File: src/rtl/dmem_arbiter_pkg.sv
// -----------------------------------------------------------------------------
// dmem_arb_pkg
// Shared definitions for the data-memory port arbiter:
//   own_t       - port owner (CPU load/store stage or secondary master)
//   DEF_MAXWAIT - default contended cycles before the secondary is forced in
//   DEF_BURST   - default maximum locked burst length
//   cnt_width() - width of the wait/beat counters for a given MAXWAIT/BURST
// -----------------------------------------------------------------------------
package dmem_arb_pkg;

  typedef enum logic {
    OWN_C = 1'b0,
    OWN_B = 1'b1
  } own_t;

  localparam int unsigned DEF_MAXWAIT = 4;
  localparam int unsigned DEF_BURST   = 4;

  // Wide enough to hold max(MAXWAIT, BURST).
  function automatic int unsigned cnt_width(input int unsigned maxwait,
                                            input int unsigned burst);
    int unsigned m;
    m = (maxwait > burst) ? maxwait : burst;
    return $clog2(m + 1);
  endfunction

  localparam int unsigned DEF_CNT_W = cnt_width(DEF_MAXWAIT, DEF_BURST);

endpackage

File: src/rtl/dmem_arbiter_sat_counter.sv
// -----------------------------------------------------------------------------
// sat_counter
// Up-counter that sticks at all-ones, with synchronous clear.
// Ports:
//   clk     - clock
//   i_clr   - synchronous clear (dominates i_en)
//   i_en    - count enable
//   o_count - current count
// -----------------------------------------------------------------------------
module sat_counter #(
  parameter int unsigned WIDTH = 16
) (
  input  logic             clk,
  input  logic             i_clr,
  input  logic             i_en,
  output logic [WIDTH-1:0] o_count
);

  logic [WIDTH-1:0] r_count;

  always_ff @(posedge clk) begin
    if (i_clr) begin
      r_count <= '0;
    end else if (i_en && (r_count != '1)) begin
      r_count <= r_count + WIDTH'(1);
    end
  end

  assign o_count = r_count;

endmodule

File: src/rtl/dmem_arbiter.sv
// -----------------------------------------------------------------------------
// dmem_arbiter
// Shares the single data-memory port between the CPU memory stage (priority)
// and one secondary master (debug loader / DMA). The secondary master gets the
// port after at most MAXWAIT contended cycles and may lock bursts of up to
// BURST beats; the CPU is stalled while the secondary owns the port.
//
// Build option: DMEM_ARB_STATS_EN enables the saturating statistics counters
// (stat_bbeats, stat_cstalls); without it both outputs are tied to zero.
//
// Ports:
//   clk, reset                 - clock, synchronous active-high reset
//   c_req/c_we/c_addr/c_din    - CPU access request
//   c_dout, c_stall            - CPU read data (combinational), stall
//   b_req/b_we/b_lock          - secondary request, write, keep grant
//   b_addr/b_din               - secondary address / write data
//   b_gnt                      - secondary owns the port this cycle
//   b_rdata, b_rvalid          - registered secondary read data / strobe
//   m_addr/m_din/m_we, m_dout  - memory / IO port
//   stat_bbeats, stat_cstalls  - statistics counters
// -----------------------------------------------------------------------------
module dmem_arbiter
  import dmem_arb_pkg::*;
#(
  parameter int unsigned DBITS   = 16,
  parameter int unsigned MAXWAIT = DEF_MAXWAIT,
  parameter int unsigned BURST   = DEF_BURST
) (
  input  logic             clk,
  input  logic             reset,
  input  logic             c_req,
  input  logic             c_we,
  input  logic [DBITS-1:0] c_addr,
  input  logic [DBITS-1:0] c_din,
  output logic [DBITS-1:0] c_dout,
  output logic             c_stall,
  input  logic             b_req,
  input  logic             b_we,
  input  logic             b_lock,
  input  logic [DBITS-1:0] b_addr,
  input  logic [DBITS-1:0] b_din,
  output logic             b_gnt,
  output logic [DBITS-1:0] b_rdata,
  output logic             b_rvalid,
  output logic [DBITS-1:0] m_addr,
  output logic [DBITS-1:0] m_din,
  output logic             m_we,
  input  logic [DBITS-1:0] m_dout,
  output logic [15:0]      stat_bbeats,
  output logic [15:0]      stat_cstalls
);

  localparam int unsigned   CW        = cnt_width(MAXWAIT, BURST);
  localparam logic [CW-1:0] WAIT_LAST = CW'(MAXWAIT - 1);
  localparam logic [CW-1:0] BEAT_LAST = CW'(BURST - 1);
  localparam logic [CW-1:0] CNT_ONE   = CW'(1);

  own_t             r_own;
  logic [CW-1:0]    r_waitcnt;
  logic [CW-1:0]    r_beatcnt;
  logic             r_rvalid;
  logic [DBITS-1:0] r_rdata;

  logic             w_own_b;
  logic             w_b_read;

  // Port mux. A secondary write is suppressed in a reset cycle so an
  // abandoned burst never lands a beat.
  always_comb begin
    w_own_b  = (r_own == OWN_B);
    w_b_read = w_own_b & b_req & ~b_we;
    b_gnt    = w_own_b;
    c_stall  = w_own_b & c_req;
    if (w_own_b) begin
      m_addr = b_addr;
      m_din  = b_din;
      m_we   = b_req & b_we & ~reset;
    end else begin
      m_addr = c_addr;
      m_din  = c_din;
      m_we   = c_req & c_we;
    end
  end

  assign c_dout   = m_dout;
  assign b_rdata  = r_rdata;
  assign b_rvalid = r_rvalid;

  always_ff @(posedge clk) begin
    if (reset) begin
      r_own     <= OWN_C;
      r_waitcnt <= '0;
      r_beatcnt <= '0;
      r_rvalid  <= 1'b0;
      r_rdata   <= '0;
    end else begin
      r_rvalid <= 1'b0;
      case (r_own)
        OWN_C: begin
          r_beatcnt <= '0;
          if (b_req && !c_req) begin
            r_own     <= OWN_B;
            r_waitcnt <= '0;
          end else if (b_req && c_req) begin
            if (r_waitcnt == WAIT_LAST) begin
              r_own     <= OWN_B;
              r_waitcnt <= '0;
            end else begin
              r_waitcnt <= r_waitcnt + CNT_ONE;
            end
          end else begin
            r_waitcnt <= '0;
          end
        end
        OWN_B: begin
          r_waitcnt <= '0;
          if (w_b_read) begin
            r_rdata  <= m_dout;
            r_rvalid <= 1'b1;
          end
          // Leaving always passes through OWN_C, giving the CPU at least one
          // cycle between bursts.
          if (b_req && b_lock && (r_beatcnt < BEAT_LAST)) begin
            r_beatcnt <= r_beatcnt + CNT_ONE;
          end else begin
            r_own     <= OWN_C;
            r_beatcnt <= '0;
          end
        end
        default: r_own <= OWN_C;
      endcase
    end
  end

`ifdef DMEM_ARB_STATS_EN
  logic w_beat_en;
  logic w_stall_en;

  assign w_beat_en  = w_own_b & b_req;
  assign w_stall_en = c_stall;

  sat_counter #(.WIDTH(16)) u_stat_bbeats (
    .clk     (clk),
    .i_clr   (reset),
    .i_en    (w_beat_en),
    .o_count (stat_bbeats)
  );

  sat_counter #(.WIDTH(16)) u_stat_cstalls (
    .clk     (clk),
    .i_clr   (reset),
    .i_en    (w_stall_en),
    .o_count (stat_cstalls)
  );
`else
  assign stat_bbeats  = '0;
  assign stat_cstalls = '0;
`endif

endmodule

File: config.mk
export PLATFORM = sky130hd
export DESIGN_NAME = dmem_arbiter
export DESIGN_NICKNAME = d
export VERILOG_FILES = /design/src/rtl/dmem_arbiter_pkg.sv /design/src/rtl/dmem_arbiter_sat_counter.sv /design/src/rtl/dmem_arbiter.sv
export SDC_FILE = /design/constraint.sdc
export NUM_CORES = 1
export LEC_CHECK = 0
export CAP_MARGIN = 20
export CORE_MARGIN = 5
export CORE_UTILIZATION = 28
export CTS_BUF_LIST = sky130_fd_sc_hd__clkbuf_4
export CTS_CLUSTER_DIAMETER = 80
export DETAILED_ROUTE_END_ITERATION = 8
export GPL_ROUTABILITY_DRIVEN = 0
export PLACE_DENSITY_LB_ADDON = 0.3
export SLEW_MARGIN = 25
export SYNTH_ARGS = -nofsm -noshare
export SYNTH_HDL_FRONTEND = slang
export SYNTH_SLANG_ARGS = --single-unit
export TNS_END_PERCENT = 30
File: constraint.sdc
create_clock -name clk -period 1.6 [get_ports clk]
set_input_delay 0.24 -clock clk [delete_from_list [all_inputs] [get_ports clk]]
set_output_delay 0.24 -clock clk [all_outputs]
set_load 0.02 [all_outputs]
==> results.ini <==
[cts]
clkLatencyLatePin_ps=310
cts_made_buffers=3
cts.root.buffer_cell=clkbuf_4
htreeDepth=1
cts_sinks=24
hold_buffers=0
cts_tree=built
cts_buffer_depth=2
clkTransAtPathRegs_ps=140

[timing]
fmax_mhz=610.9
fin_crit_sh=1.023
finalSetupViolations=24
final_max_slew_viol_count=0
fin_skew_ps=17.35
rsz0062_at_grt=true
tns_ps=-513.4
finalWorstSetupSlack_ps=-36.99
fin_crit_ps=1637
hold_violations=0

[power_and_ir_drop]
p_int_w=0.001246
p_clk_frac=0.246
seq_power_share=0.349
power.leakage_nw=1.333
power_frac_comb=0.404
switching_share=0.2891
p_sw_w=0.0005068
powerDensity_nw_per_um2=565.5
power_w=0.001753
ir_drop_mv=0.3028

[drt]
firstDrtPassIters=3
num_vias=1692
drt_iter0_markers=35
finalWirelength_mm=5.358
vias_per_cell=4.167
wl_per_cell_um=13.20
drc=0
drtAntennaViolNets=0

[setup_path]
reg2reg_from=r_waitcnt[0]
path_max_fanout=18
worstSetupPathType=register to primary output
worst_setup_path_start_kind=register
critPathArrivalTime_ps=1400
ff2ff_setup_slack_ps=380
worstSetupEndpointType=primary output
r2r_end=r_waitcnt[2]
endpoint=m_din[2]
cp.required_ps=1360
cp-startpoint=b_gnt
reg2regPathDepth=5

[global_routing]
antenna_found_initial=0
grt.total_usage=0.1287
grt_pass1_wl_mm=7.741
grt_pass1_vias=1672
use_met1=0.1292
use_met2=0.2441
grtUsageMet3=0.04468
grt_busiest_layer=met2
grt-ovfl-total=0
grt_max_degree=19

[finish]
nFillCells=558
n_antenna_cell=0
finalInstanceArea_um2=3100
layout_common_cells=clkdlybuf4s50_1 (113), nand2_1 (36), conb_1 (32)
final_common_cell=clkdlybuf4s50_1
final_util=0.5331
drive_gt1_frac=0.2568
nets=422
area_growth_pct=88.44

[flow_run]
maxCapViolCount=0

[status]
violations=setup timing
status=finished, violations left

[logic_synthesis]
ys_ff_latch=24
synth.largest_area_cell=dfxtp_1
synth_edf_count=0
synth_ff_type=dfxtp_1
ys_warn_count=0
syn_inst=189
syn_area_um2=1645
synth-async-reset-ratio=0
synth_top_area_frac=0.2920
synth_cell_types=24
ys_seq_area_frac=0.2920
synth_area_per_cell_um2=8.705
synthTopCellsByArea=dfxtp_1 (29%), buf_4 (23%), mux2_2 (22%), nand2_1 (8.4%), a21oi_1 (4.9%)

[place]
dp_slack_ps=-127.8
placedInstanceArea_um2=3053
io_buffers=154
post-dp-hpwl_mm=4.625

[floorplan]
start_util=0.2829
core_um2=5816
die_h_um=86.66
ioPinCount=187
num_rows=28
die-area_um2=7509
fp.dieW_um=86.66

[worst_hold_path]
min_path_type=register to register
whs_path_depth=1

-- Yosys cell counts (2+ instances only) --
cell type and n:
a21oi_1 16, buf_2 2, nor3_1 3, dfxtp_1 24
ha_1 3, buf_6 3, nor2_1 3, buf_4 50
nand2_1 37, inv_1 3, mux2_2 32
-- sequential cells by signal, summed over array words and instances, names as in the netlist --
register and count:
r_beatcnt 3, r_waitcnt 3, b_gnt 1, b_rvalid 1, b_rdata 16
-- worst min-delay path by stage --
stage	startpoint	to	slack, ps
floorplan	m_dout[10]	b_rdata[10]	380
global placement	r_waitcnt[0]	r_waitcnt[0]	410
detailed placement	r_waitcnt[0]	r_waitcnt[0]	430
CTS	r_waitcnt[0]	r_waitcnt[0]	450
global route	r_waitcnt[0]	r_waitcnt[0]	470
finish	r_waitcnt[0]	r_waitcnt[0]	440
-- final cells by class --
| class | count | area [um2] | area share |
|---|---|---|---|
| repair buffers | 164 | 1577 | 0.5085 |
| multi-input cells | 136 | 882.1 | 0.2845 |
| flip-flops and latches | 24 | 484.2 | 0.1562 |
| well taps | 75 | 93.84 | 0.03027 |
| clock inverters | 1 | 30.03 | 0.009685 |
| clock buffers | 3 | 22.52 | 0.007264 |
| inverters | 3 | 11.26 | 0.003632 |
-- cells by family after synthesis --
kind of cell | Yosys count | share of synthesized area
and+or+nand+nor | 51 | 0.1399
muxes | 32 | 0.2190
adders and majority gates | 3 | 0.02282
AOI/OAI and AO/OA | 18 | 0.05704
buffers and inverters | 60 | 0.2669
DFF | 24 | 0.2920
other | 1 | 0.002279
-- through the flow --
stage / instances / hold WS, ps
2_1_floorplan: 220 / 376.0
3_3_place_gp: 400 / 407.0
3_5_place_dp: 400 / 431.3
4_1_cts: 404 / 450.7
5_1_grt: 406 / 466.5
6_report: 406 / 438.7
-- metal layers --
metal	part of all wire	routed length, um
met1	0.34	1796
met2	0.52	2785
met3	0.13	679
met4	0.018	97
met5	0	0
-- power groups by stage --
stage	sequential (W)	clock [W]	combinational, W
2_1_floorplan	0.000633	0	0.000390
3_3_place_gp	0.000625	0	0.000726
3_5_place_dp	0.000625	0	0.000729
4_1_cts	0.000612	0.000453	0.000676
5_1_grt	0.000615	0.000470	0.000752
6_report	0.000612	0.000432	0.000709
-- worst max-delay path, stage by stage (launching register included) --
cell     delay, ps
dfxtp_4        420
buf_12         160
mux2_2         350
buf_4          160
-- what timing repair did --
action | in CTS | in global routing
pin swaps | 0 | 1
resized for setup | 131 | 40
cloned | 0 | 1
hold endpoints to repair | 0 | 0
buffers inserted | 0 | 1
setup endpoints to repair | 35 | 40
(Power assumes the default switching activity.)
